[src/rtl/seg7_scan_ctrl_pkg.sv]
// Shared constants, slot state encoding and width helper for the 7-segment scan controller.
package seg7_scan_ctrl_pkg;

    // All segments off (active-low outputs).
    localparam logic [6:0] SEG_BLANK = 7'h7F;

    // Each digit slot opens with an anti-ghosting guard and then drives its digit.
    typedef enum logic {
        GUARD = 1'b0,
        DRIVE = 1'b1
    } slotState_t;

    // Ceiling log2 with a floor of one bit, used to size counters.
    function automatic int clog2(input int value);
        int width;
        width = 1;
        while ((1 << width) < value) begin
            width = width + 1;
        end
        return width;
    endfunction

endpackage

[src/rtl/seg7_scan_ctrl_lut.sv]
// Single-digit hex to active-low 7-segment decoder, segment order {g,f,e,d,c,b,a}.
module SEG7_LUT
    import seg7_scan_ctrl_pkg::*;
(
    input  logic [3:0] iDIG,
    output logic [6:0] oSEG
);

    // Pure lookup; the caller registers the result.
    always_comb begin
        case (iDIG)
            4'h0:    oSEG = 7'h40;
            4'h1:    oSEG = 7'h79;
            4'h2:    oSEG = 7'h24;
            4'h3:    oSEG = 7'h30;
            4'h4:    oSEG = 7'h19;
            4'h5:    oSEG = 7'h12;
            4'h6:    oSEG = 7'h02;
            4'h7:    oSEG = 7'h78;
            4'h8:    oSEG = 7'h00;
            4'h9:    oSEG = 7'h18;
            4'hA:    oSEG = 7'h08;
            4'hB:    oSEG = 7'h03;
            4'hC:    oSEG = 7'h46;
            4'hD:    oSEG = 7'h21;
            4'hE:    oSEG = 7'h06;
            4'hF:    oSEG = 7'h0E;
            default: oSEG = SEG_BLANK;
        endcase
    end

endmodule

[src/rtl/seg7_scan_ctrl.sv]
// Time-multiplexed NDIG-digit common-anode 7-segment scan controller with guard
// cycles, frame-synchronous double-buffered data, LZS, blanking and blinking.
module seg7_scan_ctrl
    import seg7_scan_ctrl_pkg::*;
#(
    parameter int NDIG         = 4,
    parameter int PRESCALE     = 12500,
    parameter int BLANK_CYC    = 2,
    parameter int BLINK_FRAMES = 256
) (
    input  logic              iCLK,
    input  logic              iRST,
    input  logic [4*NDIG-1:0] iDATA,
    input  logic              iLOAD,
    output logic              oREADY,
    input  logic              iLZS,
    input  logic [NDIG-1:0]   iBLANK,
    input  logic [NDIG-1:0]   iBLINK,
    output logic [6:0]        oSEG,
    output logic [NDIG-1:0]   oAN,
    output logic              oFRAME
);

    localparam int CNT_W = clog2(PRESCALE);
    localparam int IDX_W = clog2(NDIG);
    localparam int BLK_W = clog2(BLINK_FRAMES);

    localparam logic [CNT_W-1:0] SLOT_LAST  = CNT_W'(PRESCALE - 1);
    localparam logic [CNT_W-1:0] GUARD_END  = CNT_W'(BLANK_CYC);
    localparam logic [IDX_W-1:0] DIG_LAST   = IDX_W'(NDIG - 1);
    localparam logic [BLK_W-1:0] BLINK_LAST = BLK_W'(BLINK_FRAMES - 1);

    logic [CNT_W-1:0]  slotCnt;
    logic [IDX_W-1:0]  digIdx;
    logic [BLK_W-1:0]  blinkCnt;
    logic              blinkPhase;
    logic              pendVld;
    logic [4*NDIG-1:0] pending;
    logic [4*NDIG-1:0] shadow;

    slotState_t        slotState;
    logic [3:0]        curNib;
    logic [6:0]        lutSeg;
    logic [NDIG-1:0]   zeroFromTop;
    logic              allZero;
    logic              digBlank;
    logic [NDIG-1:0]   anDrive;

    assign oREADY = ~pendVld;

    // Slot phase decoded from the position inside the current digit slot.
    always_comb begin
        slotState = (slotCnt < GUARD_END) ? GUARD : DRIVE;
    end

    // Select the nibble of the digit being scanned and build its anode pattern.
    always_comb begin
        curNib          = shadow[{digIdx, 2'b00} +: 4];
        anDrive         = '1;
        anDrive[digIdx] = 1'b0;
    end

    // zeroFromTop[k] is set when every nibble from the top digit down to k is zero.
    always_comb begin
        zeroFromTop = '0;
        allZero     = 1'b1;
        for (int k = NDIG - 1; k >= 0; k--) begin
            allZero        = allZero & (shadow[4*k +: 4] == 4'h0);
            zeroFromTop[k] = allZero;
        end
    end

    // Digit blanking: forced mask, blink off-phase, or leading zero (never digit 0).
    always_comb begin
        digBlank = iBLANK[digIdx]
                 | (iBLINK[digIdx] & blinkPhase)
                 | (iLZS & (digIdx != '0) & zeroFromTop[digIdx]);
    end

    SEG7_LUT uLut (
        .iDIG (curNib),
        .oSEG (lutSeg)
    );

    // Slot counter and digit index: wrap each slot, step to the next digit on wrap.
    always_ff @(posedge iCLK) begin
        if (iRST) begin
            slotCnt <= '0;
            digIdx  <= '0;
        end else if (slotCnt == SLOT_LAST) begin
            slotCnt <= '0;
            digIdx  <= (digIdx == DIG_LAST) ? '0 : digIdx + 1'b1;
        end else begin
            slotCnt <= slotCnt + 1'b1;
        end
    end

    // Registered display outputs: one cycle behind the counter/index state.
    always_ff @(posedge iCLK) begin
        if (iRST) begin
            oSEG   <= SEG_BLANK;
            oAN    <= '1;
            oFRAME <= 1'b0;
        end else begin
            oFRAME <= (slotCnt == SLOT_LAST) && (digIdx == DIG_LAST);
            case (slotState)
                GUARD: begin
                    oSEG <= SEG_BLANK;
                    oAN  <= '1;
                end
                DRIVE: begin
                    oSEG <= digBlank ? SEG_BLANK : lutSeg;
                    oAN  <= anDrive;
                end
                default: begin
                    oSEG <= SEG_BLANK;
                    oAN  <= '1;
                end
            endcase
        end
    end

    // Load handshake and frame-synchronous shadow update; a load taken in the
    // frame-end cycle itself waits for the next frame end.
    always_ff @(posedge iCLK) begin
        if (iRST) begin
            pendVld <= 1'b0;
            pending <= '0;
            shadow  <= '0;
        end else if (oFRAME && pendVld) begin
            shadow  <= pending;
            pendVld <= 1'b0;
        end else if (iLOAD && !pendVld) begin
            pending <= iDATA;
            pendVld <= 1'b1;
        end
    end

    // Blink timebase: count frames, toggle the phase every BLINK_FRAMES frames.
    always_ff @(posedge iCLK) begin
        if (iRST) begin
            blinkCnt   <= '0;
            blinkPhase <= 1'b0;
        end else if (oFRAME) begin
            if (blinkCnt == BLINK_LAST) begin
                blinkCnt   <= '0;
                blinkPhase <= ~blinkPhase;
            end else begin
                blinkCnt <= blinkCnt + 1'b1;
            end
        end
    end

endmodule

[config.mk]
export PLATFORM = sky130hd
export DESIGN_NAME = seg7_scan_ctrl
export DESIGN_NICKNAME = d
export VERILOG_FILES = /design/src/rtl/seg7_scan_ctrl_pkg.sv /design/src/rtl/seg7_scan_ctrl_lut.sv /design/src/rtl/seg7_scan_ctrl.sv
export SDC_FILE = /design/constraint.sdc
export NUM_CORES = 1
export LEC_CHECK = 0
export BUFFER_PORTS_ARGS = -buffer_cell sky130_fd_sc_hd__buf_2
export CAP_MARGIN = 20
export CORE_ASPECT_RATIO = 2
export CORE_MARGIN = 2
export CORE_UTILIZATION = 51
export CTS_CLUSTER_DIAMETER = 40
export CTS_CLUSTER_SIZE = 40
export DETAILED_ROUTE_END_ITERATION = 10
export PLACE_DENSITY = 0.75
export SYNTH_ARGS = -nofsm -noshare
export SYNTH_HDL_FRONTEND = slang
export SYNTH_SLANG_ARGS = --single-unit
[constraint.sdc]
create_clock -name iCLK -period 2.2 [get_ports iCLK]
set_input_delay 0.11 -clock iCLK [delete_from_list [all_inputs] [get_ports iCLK]]
set_output_delay 0.11 -clock iCLK [all_outputs]
set_load 0.01 [all_outputs]
Word level (Yosys, flattened, before mapping):

Memory sizes are Yosys's and may differ from the RTL's.
Index checks and enable logic that the tools add are counted.
Widths: inputs -> output; s select.

* input bits: 28
* memories: 1
* ROM bits: 112
* register bits: 70
* word-level logic and storage cells: 61
* output and inout bits: 13

Memory list
* (name not given): words 16, width 7, read ports 1, clocked after Yosys merged registers in 0, write ports 0, line seg7_scan_ctrl_lut.sv:11 `case (iDIG)`

* add/subtract/negate cells: 3
* shifts and indexed selects: 1
* bitwise operators: 12
* muxes and demuxes: 14
* eq/ne operators: 3
* reduce and logical (&&, ||, !) cells: 14
* magnitude comparators: 3

Operators by type and width (number)
* $logic_not 4->1: 4
* $shiftx 16x5->4: 1
* $add 14x1->14 const B: 1
* $eq 14x14->1 const B: 1
* $lt 14x2->1 const B: 1
* $pmux 7 s2: 1
* $add 8x1->8 const B: 1
* $eq 8x8->1 const B: 1
* $mux 8: 1
* $pmux 4 s2: 1
* $mux 7: 1
* $and 1x1->1: 6
* $bmux 1 s2: 3
* $mux 1: 5
* $logic_and 1x1->1: 4
* $not 4->4: 1
* $reduce_and 2->1: 2
* $reduce_or 2->1: 2
* $lt 2x3->1 const B: 1
* $not 1->1: 3
* $add 2x1->2 const B: 1
* $demux 1 s2: 1
* $eq 2x2->1 const B: 1
* $ge 2x1->1 const B: 1
* other kinds (4): 5

Depth between registers and ports, before layout:

Gate-level depths: netlist of the first run.

* depth after elaboration: 10
* mapped depth: 7
* depth with buffers taken out: 6

By module:

From an unflattened synthesis of the first run, not the netlist that was laid out.

* cell total of the unflattened synthesis: 363
* area total of the unflattened synthesis: 3130.5 µm²

By module, submodules not included
* seg7_scan_ctrl: seq. area each 1401.3 µm², area each 2875.3 µm², cells an instance 329, instances 1
* SEG7_LUT: seq. area each 0.0 µm², area each 255.2 µm², cells an instance 34, instances 1

Worst setup path before layout of the first run:

Ideal clock, no wire load.

* path type: reg-to-reg
* start point: reg digIdx[0]
* end point: reg oSEG[3]
* stages on the path, launching flop included: 8
* clock period less this slack: 2.154 ns
* arrival time: 2.026 ns
* required time: 2.072 ns
* setup time: 0.128 ns
* slack: 0.046 ns
* path buffers: 1
* path through: dfxtp_1 buf_2 mux4_2 inv_1 ha_1 mux2_2 o21ai_0 nand3_1

* word-level cells in the longest chain between the ends: 7
* elaborated cells between the ends (all ways): 16
* those cells by class: 1 x shift; 8 x mux; 5 x bitwise; 1 x reduce/logical; 1 x memory

Ends and longest elaborated chain
* start, declared: line seg7_scan_ctrl.sv:34 `logic [IDX_W-1:0] digIdx;`
* start signal, assigned: line seg7_scan_ctrl.sv:92 `digIdx <= (digIdx == DIG_LAST) ? '0 : digIdx + 1'b1;`
* branches (longest 5 deep; another with $mem_v2 16x7)
* $mux 7 *: line seg7_scan_ctrl.sv:112 `oSEG <= digBlank ? SEG_BLANK : lutSeg;`
* $pmux 7 s2 *: line seg7_scan_ctrl.sv:106 `case (slotState)`
* end signal, assigned: line seg7_scan_ctrl.sv:112
* end, declared: line seg7_scan_ctrl.sv:19 `output logic [6:0] oSEG,`

Mark *: on every way between the ends. The select of a mux whose other input is x is not followed.
A chain may end at the register's enable or synchronous reset.

Worst setup path in the final report of the first run:

Same ends and word-level chain as after synthesis.

==> results of run 1 <==
-- cell families after synthesis --
kind of cell | count (synthesis) | synth area share, %
flip-flops | 70 | 47.3
AO/OA/AOI/OAI | 49 | 9.33
XOR/XNOR | 20 | 5.91
AND/OR/NAND/NOR | 150 | 22.2
multiplexers | 14 | 7.43
adder cells (fa/ha/maj) | 11 | 4.64
buffers and inverters | 24 | 3.17
-- sequential cells by signal, summed over array words and instances, names as in the netlist --
register and count:
digIdx 2, blinkCnt 8, oAN 4, slotCnt 14, oFRAME 1, pending 16
shadow 16, blinkPhase 1, oSEG 7, pendVld 1
-- repair_timing --
action	4_1_cts	5_1_grt
setup endpoints to repair	0	2
buffers inserted	0	2
gates resized for setup	0	1
-- how the worst max path moves through the flow --
stage                     startpoint      end  slack, ns  cells past startpoint
after floorplan            digIdx[0]  oSEG[3]       0.05                      7
after global placement     digIdx[0]  oSEG[3]       0.17                      6
after detailed placement   digIdx[0]  oSEG[3]       0.14                      6
after CTS                  digIdx[0]  oSEG[3]       0.12                      6
after global routing       digIdx[0]  oSEG[3]       0.01                      6
final                      digIdx[0]  oSEG[3]       0.17                      6
-- through the flow --
stage	std cells	hold slack (ns)	setup slack (ns)
2_1_floorplan	338	0.246	0.0455
3_3_place_gp	430	0.353	0.170
3_5_place_dp	430	0.355	0.137
4_1_cts	445	0.00344	0.124
5_1_grt	447	0.0221	0.0122
6_report	447	0.0141	0.169
-- cell usage after synthesis, types with 5 or more instances --
cell type   n  share of area (%)
a21oi_1    37                6.2
nand4_1     5                1.1
mux4_2      6                4.6
xnor2_1     9                2.7
clkbuf_1   13                1.6
nor2_1     32                4.1
ha_1       11                4.6
nand3_1     9                1.5
nand2b_1    5                1.1
inv_1       8                1.0
xor2_1     11                3.3
nand2_1    82                 10
dfxtp_1    70                 47
-- power by group through the flow --
| stage | logic (mW) | clock network, mW | registers (mW) |
|---|---|---|---|
| after floorplan | 0.0708 | 0 | 1.34 |
| after global placement | 0.121 | 0 | 1.34 |
| after detailed placement | 0.124 | 0 | 1.34 |
| after CTS | 0.124 | 1.49 | 1.32 |
| after global routing | 0.140 | 1.54 | 1.32 |
| final | 0.122 | 1.46 | 1.32 |
-- routing by layer --
metal  wire [µm]  vias to the layer above  GRT usage [%]
met5           0                        -              0
met4         180                        0           11.0
met3         220                       14           5.69
met2        3140                       48           33.9
met1        2380                     1117           21.7
li1            -                     1231              -
-- worst register-to-register path: cells and delay by family (launching register included) --
kind	cells	cell delay [ns]
mux	2	0.86
flops	1	0.37
fa+ha+maj	1	0.29
compound gates	1	0.15
buf+inv	1	0.14
simple gates	1	0.09
-- area by class of cell --
| type | count | area share, % |
|---|---|---|
| Clock buffer | 12 | 7.50 |
| Clock inverter | 3 | 1.20 |
| Inverter | 8 | 0.845 |
| Multi-Input combinational cell | 244 | 41.3 |
| Sequential cell | 70 | 39.5 |
| Tap cell | 61 | 2.15 |
| Timing Repair Buffer | 49 | 7.53 |
==> results.json, run 1 <==
{
  "drt_drc_violations_left": 0,
  "die-area_um2": 6470,
  "height_of_the_die_um": 112,
  "overall_global_routing_resource_usage_pct": 20.0,
  "vias_in_the_first_global_route": 2305,
  "via_count": 2410,
  "period_needed_ns": 2.03,
  "clkPwrFrac_pct": 50.4,
  "worstSetupStartpointType": "flop",
  "antenna_violations_before_repair": 0,
  "numPortBuffers": 40,
  "seq_area_um2": 1400,
  "timing.setup.critical_path_class": "reg -> reg",
  "wirelength_um": 5920,
  "clk-insertion-delay-late_ns": 0.33,
  "fmax_ghz": 0.492,
  "route.detailed.wl_per_inst_um": 13.2,
  "max_cap_viol_count": 0,
  "gp_congestion": 0.865,
  "maximum_number_of_pins_on_one_net_before_global_route_repair": 44,
  "post_route_cells_drive_above_1_share_pct": 20.7,
  "coreArea_um2": 5660,
  "drt_first_pass_iters": 4,
  "power_mw": 2.90,
  "drt_iter0_drc": 54,
  "io_pins": 41,
  "drt.antenna.violating_nets": 0,
  "fill_cells": 484,
  "slew_viol_final": 0,
  "critical_path.cell_chain": "mux4_2, inv_1, ha_1, mux2_2, o21ai_0, nand3_1",
  "num-nets-final": 421,
  "power.sequential.fraction_pct": 45.4,
  "layout_worst_path_cycle_share_pct": 92.3,
  "diodes": 0,
  "yosys_most_used_dff": "dfxtp_1",
  "multi_input_area_um2": 1470,
  "critical_path.endpoint_type": "flop",
  "tritoncts.num_buffers": 9,
  "hp-start": "iDATA[11]",
  "layout_common_cells": "nand2_1 (82), dfxtp_1 (69), buf_2 (40)",
  "number_of_synthesized_flops_with_an_enable_pin": 0,
  "power.share.switching_pct": 20.2,
  "viasPerCell": 5.39,
  "slowest_delay_ns": 0.56,
  "holdBufCountCts": 0,
  "arrival_ns": 2.23,
  "cts_tree": "built",
  "synth_area_um2": 2960,
  "fp-row-count": 39,
  "cts.htree.levels": 3,
  "finalSetupTns_ns": 0,
  "synthesis.yosys.warnings": 0,
  "power.share.combinational_pct": 4.2,
  "worst_ep_required_time_ns": 2.40,
  "rr_startpoint": "digIdx[0]",
  "static-leakage-power_nw": 1.35,
  "dp_hpwl_um": 4300,
  "area_growth_syn_to_layout_pct": 19.9,
  "power_report.internal_total_mw": 2.31,
  "grt_setup_unrepaired": "no",
  "net-switching-power_uw": 587,
  "first_pass_grt_wire_length_um": 10000,
  "placedInstanceArea_um2": 3230,
  "setup_viol": 0,
  "grt_overflow": 0,
  "synthesis.instances": 338,
  "number_of_instances_on_the_worst_hold_path": 3,
  "tritoncts_num_sinks": 70,
  "critPathTopFamily": "multiplexers",
  "worst_clock_skew_ns": 0.00485,
  "synth.ff_latch_count": 70,
  "worst_slew_margin_rel_pct": 65.6,
  "final_util_pct": 62.8,
  "layout.cells.most_common": "nand2_1",
  "synth_area_per_cell_um2": 8.77,
  "synth.yosys.seq_area_share_pct": 47.3,
  "clock_tree.root_cell": "clkbuf_16",
  "initial_utilization_pct": 52.4,
  "worst_setup_hold_path_clk_slew_ns": 0.05,
  "worstHoldEndpoint": "pending[11]",
  "class_of_the_tightest_hold_or_removal_check": "in -> reg",
  "cp_max_fo": 5,
  "power_density_nw_per_um2": 816,
  "synth_async_sr_flop_share_pct": 0,
  "critical_path_buf_inv_count": 1,
  "r2r_cells": 6,
  "hold_violation_count_in_the_final_report": 0,
  "status": "completed",
  "regToRegSetupSlack_ns": 0.17,
  "irDropWorstVdd_v": 0.000813,
  "die_width_um": 57.9,
  "synth.net_count": 377,
  "max-clock-path-buffers": 2,
  "final_cell_area_um2": 3550,
  "timing.rr.end": "oSEG[3]",
  "worst_pin_slew_ns": 0.515,
  "synthDistinctLibCells": 38,
  "slowest_stage": "mux4_2"
}
(Power assumes the default switching activity.)
==> run 2, diff against run 1 <==
--- a/config.mk
+++ b/config.mk
@@ -5,15 +5,17 @@
 export SDC_FILE = /design/constraint.sdc
 export NUM_CORES = 1
 export LEC_CHECK = 0
-export BUFFER_PORTS_ARGS = -buffer_cell sky130_fd_sc_hd__buf_2
+export ABC_AREA = 0
 export CAP_MARGIN = 20
 export CORE_ASPECT_RATIO = 2
 export CORE_MARGIN = 2
-export CORE_UTILIZATION = 51
+export CORE_UTILIZATION = 56
 export CTS_CLUSTER_DIAMETER = 40
 export CTS_CLUSTER_SIZE = 40
 export DETAILED_ROUTE_END_ITERATION = 10
-export PLACE_DENSITY = 0.75
+export DONT_BUFFER_PORTS = 1
+export GPL_ROUTABILITY_DRIVEN = 0
+export PLACE_DENSITY = 0.74
 export SYNTH_ARGS = -nofsm -noshare
 export SYNTH_HDL_FRONTEND = slang
 export SYNTH_SLANG_ARGS = --single-unit
==> run 2 against run 1 <==
Against the previous run: utilization rose by 3.2 points; final area fell by 4.6%; non-clock buffer count fell by 26; maximum frequency fell by 1.3%; die area fell by 8.5%; cell count fell by 6.3%; sequential power barely moved; highest routed layer unchanged.
==> results.json, run 2 (synthesized netlist as in run 1, its figures left out) <==
{
  "timing.hold.ws_ns": 0.0175,
  "net-switching-power_uw": 536,
  "die-area_um2": 5930,
  "antenna_violations_before_repair": 0,
  "grt_overflow": 0,
  "grt_use_met1_pct": 23.8,
  "irDropWorstVdd_v": 0.000600,
  "worst_setup_margin_ns": 0.142,
  "height_of_the_die_um": 107,
  "drt.antenna.violating_nets": 0,
  "worst_ep_required_time_ns": 2.42,
  "hold_violation_count_in_the_final_report": 0,
  "power.share.combinational_pct": 4.6,
  "clk-insertion-delay-late_ns": 0.35,
  "cts_post_setup_buffers_inserted": 0,
  "via_count": 2343,
  "viasPerCell": 5.59,
  "first_pass_grt_wire_length_um": 10500,
  "power_density_nw_per_um2": 720,
  "maximum_number_of_pins_on_one_net_before_global_route_repair": 43,
  "power_mw": 2.44,
  "area_growth_syn_to_layout_pct": 14.4,
  "fill_cells": 444,
  "static-leakage-power_nw": 1.22,
  "max-clock-path-buffers": 2,
  "slowest_stage": "mux4_2",
  "io_pins": 41,
  "seq_area_um2": 1400,
  "fmax_ghz": 0.486,
  "period_needed_ns": 2.06,
  "numPortBuffers": 0,
  "critical_path_buf_inv_count": 1,
  "arrival_ns": 2.28,
  "clkPwrFrac_pct": 41.3,
  "max_cap_viol_count": 0,
  "status": "completed",
  "worst_slew_margin_rel_pct": 65.2,
  "critical_path.endpoint_type": "flop",
  "grtUsageMet2_pct": 40.6,
  "clock_tree.root_cell": "clkbuf_8",
  "cts.htree.levels": 3,
  "dp_hpwl_um": 4310,
  "slew_viol_final": 0,
  "class_of_the_tightest_hold_or_removal_check": "in -> reg",
  "layout_common_cells": "nand2_1 (82), dfxtp_1 (69), a21oi_1 (37)",
  "initial_utilization_pct": 57.7,
  "placedInstanceArea_um2": 3020,
  "grt_setup_unrepaired": "no",
  "timing.setup.critical_path_class": "reg -> reg",
  "critPathTopFamily": "multiplexers",
  "gr-max-usage-layer": "met2",
  "final_cell_area_um2": 3390,
  "vias_in_the_first_global_route": 2270,
  "setup_viol": 0,
  "power.share.switching_pct": 22.0,
  "worst_setup_hold_path_clk_slew_ns": 0.07,
  "multi_input_area_um2": 1470,
  "cts_tree": "built",
  "globalRouteMet3Util_pct": 5.79,
  "coreArea_um2": 5140,
  "worst_pin_slew_ns": 0.523,
  "worst_clock_skew_ns": 0.00878,
  "dpl_worst_slack_ns": 0.106,
  "power_report.internal_total_mw": 1.91,
  "route.detailed.wl_per_inst_um": 14.7,
  "layout.cells.most_common": "nand2_1",
  "post_route_cells_drive_above_1_share_pct": 9.97,
  "wirelength_um": 6170,
  "drt_drc_violations_left": 0,
  "die_width_um": 55.4,
  "tritoncts_num_sinks": 70,
  "biggestRegsByFlops": "pending x16, shadow x16, slotCnt x14",
  "tritoncts.num_buffers": 9,
  "layout_worst_path_cycle_share_pct": 93.5,
  "cp_max_fo": 5,
  "drt_iter0_drc": 80,
  "power.sequential.fraction_pct": 54.1,
  "drt_first_pass_iters": 4,
  "finalSetupTns_ns": 0,
  "num-nets-final": 395,
  "diodes": 0,
  "worstSetupStartpointType": "flop",
  "overall_global_routing_resource_usage_pct": 22.9,
  "fp-row-count": 37,
  "critical_path.cell_chain": "mux4_2, inv_1, ha_1, mux2_2, o21ai_0, nand3_1",
  "slowest_delay_ns": 0.57
}
run 2: metrics by stage:
stage,utilization (%),std cells
2_1_floorplan,-,338
5_1_grt,66.0,419
3_3_place_gp,58.7,386
4_1_cts,66.0,419
3_5_place_dp,58.7,386
6_report,66.0,419
run 2: power groups by stage:
stage | Clock, mW | Combinational (mW) | Sequential (mW)
5_1_grt | 1.08 | 0.129 | 1.32
6_report | 1.01 | 0.113 | 1.32
3_5_place_dp | 0 | 0.0743 | 1.35
2_1_floorplan | 0 | 0.0708 | 1.34
4_1_cts | 1.04 | 0.112 | 1.32
3_3_place_gp | 0 | 0.0717 | 1.35
run 2: what timing repair did:
action / 4_1_cts / 5_1_grt
endpoints found under the hold margin: 45 / 0
hold buffers: 17 / 0
resized for setup: 0 / 1
setup endpoints to repair: 0 / 2
run 2: path summary, 6_finish.rpt:
check,start,endpoint,slack [ns],depth (start not counted)
max reg2reg,digIdx[0],oSEG[3],0.14,6
min,iRST,blinkCnt[5],0.02,2
max,digIdx[0],oSEG[3],0.14,6
min reg2reg,pending[11],shadow[11],0.45,2
run 2: per-layer routing:
metal / vias to the layer above / share of wire (%)
met2: 57 / 55
met1: 1091 / 38
li1: 1177 / -
met4: 0 / 3.6
met3: 18 / 3.6
met5: - / 0
run 2: area by class of cell:
cell class	instances	area share (%)
multi-input cells	244	43.3
flip-flops and latches	70	41.4
repair buffers	23	6.64
clock buffers	13	4.39
well taps	58	2.14
clock inverters	3	1.29
inverters	8	0.885
==> run 3, diff against run 2 <==
==> constraint.sdc (replaced) <==
create_clock -name iCLK -period 2.2 [get_ports iCLK]
set_input_delay 0.22 -clock iCLK [delete_from_list [all_inputs] [get_ports iCLK]]
set_output_delay 0.22 -clock iCLK [all_outputs]
set_load 0.01 [all_outputs]
==> run 3 against run 2 <==
Against the previous run: clock skew is essentially flat; clock power hardly changed; sequential cell count unchanged; via count up 0.13%; sequential share of layout area is the same; global-route usage about the same; critical path type unchanged; critical endpoint unchanged.
==> results.json, run 3 (synthesized netlist as in run 1, its figures left out) <==
{
  "status": "completed",
  "critical_path.endpoint_type": "flop",
  "num-nets-final": 395,
  "static-leakage-power_nw": 1.22,
  "class_of_the_tightest_hold_or_removal_check": "in -> reg",
  "drt.antenna.violating_nets": 0,
  "finalSetupTns_ns": 0,
  "io_pins": 41,
  "power.sequential.fraction_pct": 54.1,
  "worst_setup_margin_ns": 0.144,
  "overall_global_routing_resource_usage_pct": 22.9,
  "vias_in_the_first_global_route": 2269,
  "initial_utilization_pct": 57.7,
  "cts.htree.levels": 3,
  "coreArea_um2": 5140,
  "grt_setup_unrepaired": "no",
  "worstSetupStartpointType": "flop",
  "slowest_delay_ns": 0.58,
  "worst_clock_skew_ns": 0.00877,
  "critical_path.cell_chain": "mux4_2, inv_1, ha_1, mux2_2, o21ai_0, nand3_1",
  "viasPerCell": 5.60,
  "first_pass_grt_wire_length_um": 10500,
  "max-clock-path-buffers": 2,
  "power.share.combinational_pct": 4.6,
  "layout_common_cells": "nand2_1 (82), dfxtp_1 (69), a21oi_1 (37)",
  "route.detailed.wl_per_inst_um": 14.8,
  "die_width_um": 55.4,
  "cp_max_fo": 5,
  "power_report.internal_total_mw": 1.91,
  "drt_drc_violations_left": 0,
  "die-area_um2": 5930,
  "timing.setup.critical_path_class": "reg -> reg",
  "fmax_ghz": 0.486,
  "period_needed_ns": 2.06,
  "worst_pin_slew_ns": 0.547,
  "worst_ep_required_time_ns": 2.42,
  "numPortBuffers": 0,
  "dpl_worst_slack_ns": 0.106,
  "dp_hpwl_um": 4310,
  "grt_overflow": 0,
  "worst_setup_hold_path_clk_slew_ns": 0.07,
  "area_growth_syn_to_layout_pct": 14.4,
  "fp-row-count": 37,
  "net-switching-power_uw": 537,
  "worst_slew_margin_rel_pct": 63.5,
  "slew_viol_final": 0,
  "hold_violation_count_in_the_final_report": 0,
  "slowest_stage": "mux4_2",
  "layout.cells.most_common": "nand2_1",
  "drt_iter0_drc": 83,
  "arrival_ns": 2.28,
  "cts_tree": "built",
  "irDropWorstVdd_v": 0.000600,
  "tritoncts_num_sinks": 70,
  "clock_tree.root_cell": "clkbuf_8",
  "via_count": 2346,
  "wirelength_um": 6220,
  "antenna_violations_before_repair": 0,
  "setup_viol": 0,
  "tritoncts.num_buffers": 9,
  "height_of_the_die_um": 107,
  "post_route_cells_drive_above_1_share_pct": 9.97,
  "clkPwrFrac_pct": 41.3,
  "max_cap_viol_count": 0,
  "drt_first_pass_iters": 5,
  "biggestRegsByFlops": "pending x16, shadow x16, slotCnt x14",
  "layout_worst_path_cycle_share_pct": 93.5,
  "diodes": 0,
  "power.share.switching_pct": 22.0,
  "fill_cells": 444,
  "power_density_nw_per_um2": 720,
  "clk-insertion-delay-late_ns": 0.35,
  "maximum_number_of_pins_on_one_net_before_global_route_repair": 42
}
==> run 3: cell counts in the layout (fill, tap and decap cells not counted) <==
Identical to the previous run, type by type.
==> run 3: layout make-up <==
type	instances	area, µm²	share of cell area [%]
Clock buffer	13	149	4.39
Clock inverter	3	43.8	1.29
Tap cell	58	72.6	2.14
Sequential cell	70	1400	41.4
Inverter	8	30.0	0.885
Timing Repair Buffer	23	225	6.64
Multi-Input combinational cell	244	1470	43.3
==> run 3: power by group through the flow <==
stage / registers [mW] / clock network (mW) / logic, mW
CTS: 1.32 / 1.04 / 0.112
detailed placement: 1.35 / 0 / 0.0743
finish: 1.32 / 1.01 / 0.113
global placement: 1.35 / 0 / 0.0717
floorplan: 1.34 / 0 / 0.0708
global route: 1.32 / 1.08 / 0.129
==> run 3: final timing paths <==
check	end	startpoint	cells after the start	slack, ns
min reg2reg	shadow[11]	pending[11]	2	0.45
max reg2reg	oSEG[3]	digIdx[0]	6	0.14
max	oSEG[3]	digIdx[0]	6	0.14
min	oAN[3]	iRST	2	0.05
==> run 3: critical path: cells and delay by family, from the launching register on <==
family	cells	cell delay, ns
multiplexers	2	0.88
flip-flops	1	0.38
adder cells (fa/ha/maj)	1	0.29
AO/OA/AOI/OAI	1	0.16
buffers and inverters	1	0.14
AND/OR/NAND/NOR	1	0.09
==> run 3: stage by stage <==
step | hold WS, ns | total power [mW] | instances | utilization, % | area, µm²
after floorplan | 0.356 | 1.42 | 338 | - | 2960
after global placement | 0.292 | 1.42 | 386 | 58.7 | 3020
after detailed placement | 0.295 | 1.42 | 386 | 58.7 | 3020
after CTS | 0.0388 | 2.47 | 419 | 66.0 | 3390
after global routing | 0.0542 | 2.53 | 419 | 66.0 | 3390
final | 0.0489 | 2.44 | 419 | 66.0 | 3390
==> run 3: what timing repair did <==
item	CTS	global route
setup buffers	0	0
resized for setup	0	1
hold buffers	17	0
endpoints found under the hold margin	41	0
setup endpoints to repair	0	2
==> run 3: per-layer routing <==
| layer | routed length, µm | vias up | global-route usage [%] | share of wire, % |
|---|---|---|---|---|
| met5 | 0 | - | 0 | 0 |
| li1 | - | 1178 | - | - |
| met3 | 245 | 20 | 5.67 | 3.9 |
| met2 | 3360 | 64 | 40.6 | 54 |
| met4 | 240 | 0 | 13.4 | 3.9 |
| met1 | 2370 | 1084 | 23.8 | 38 |
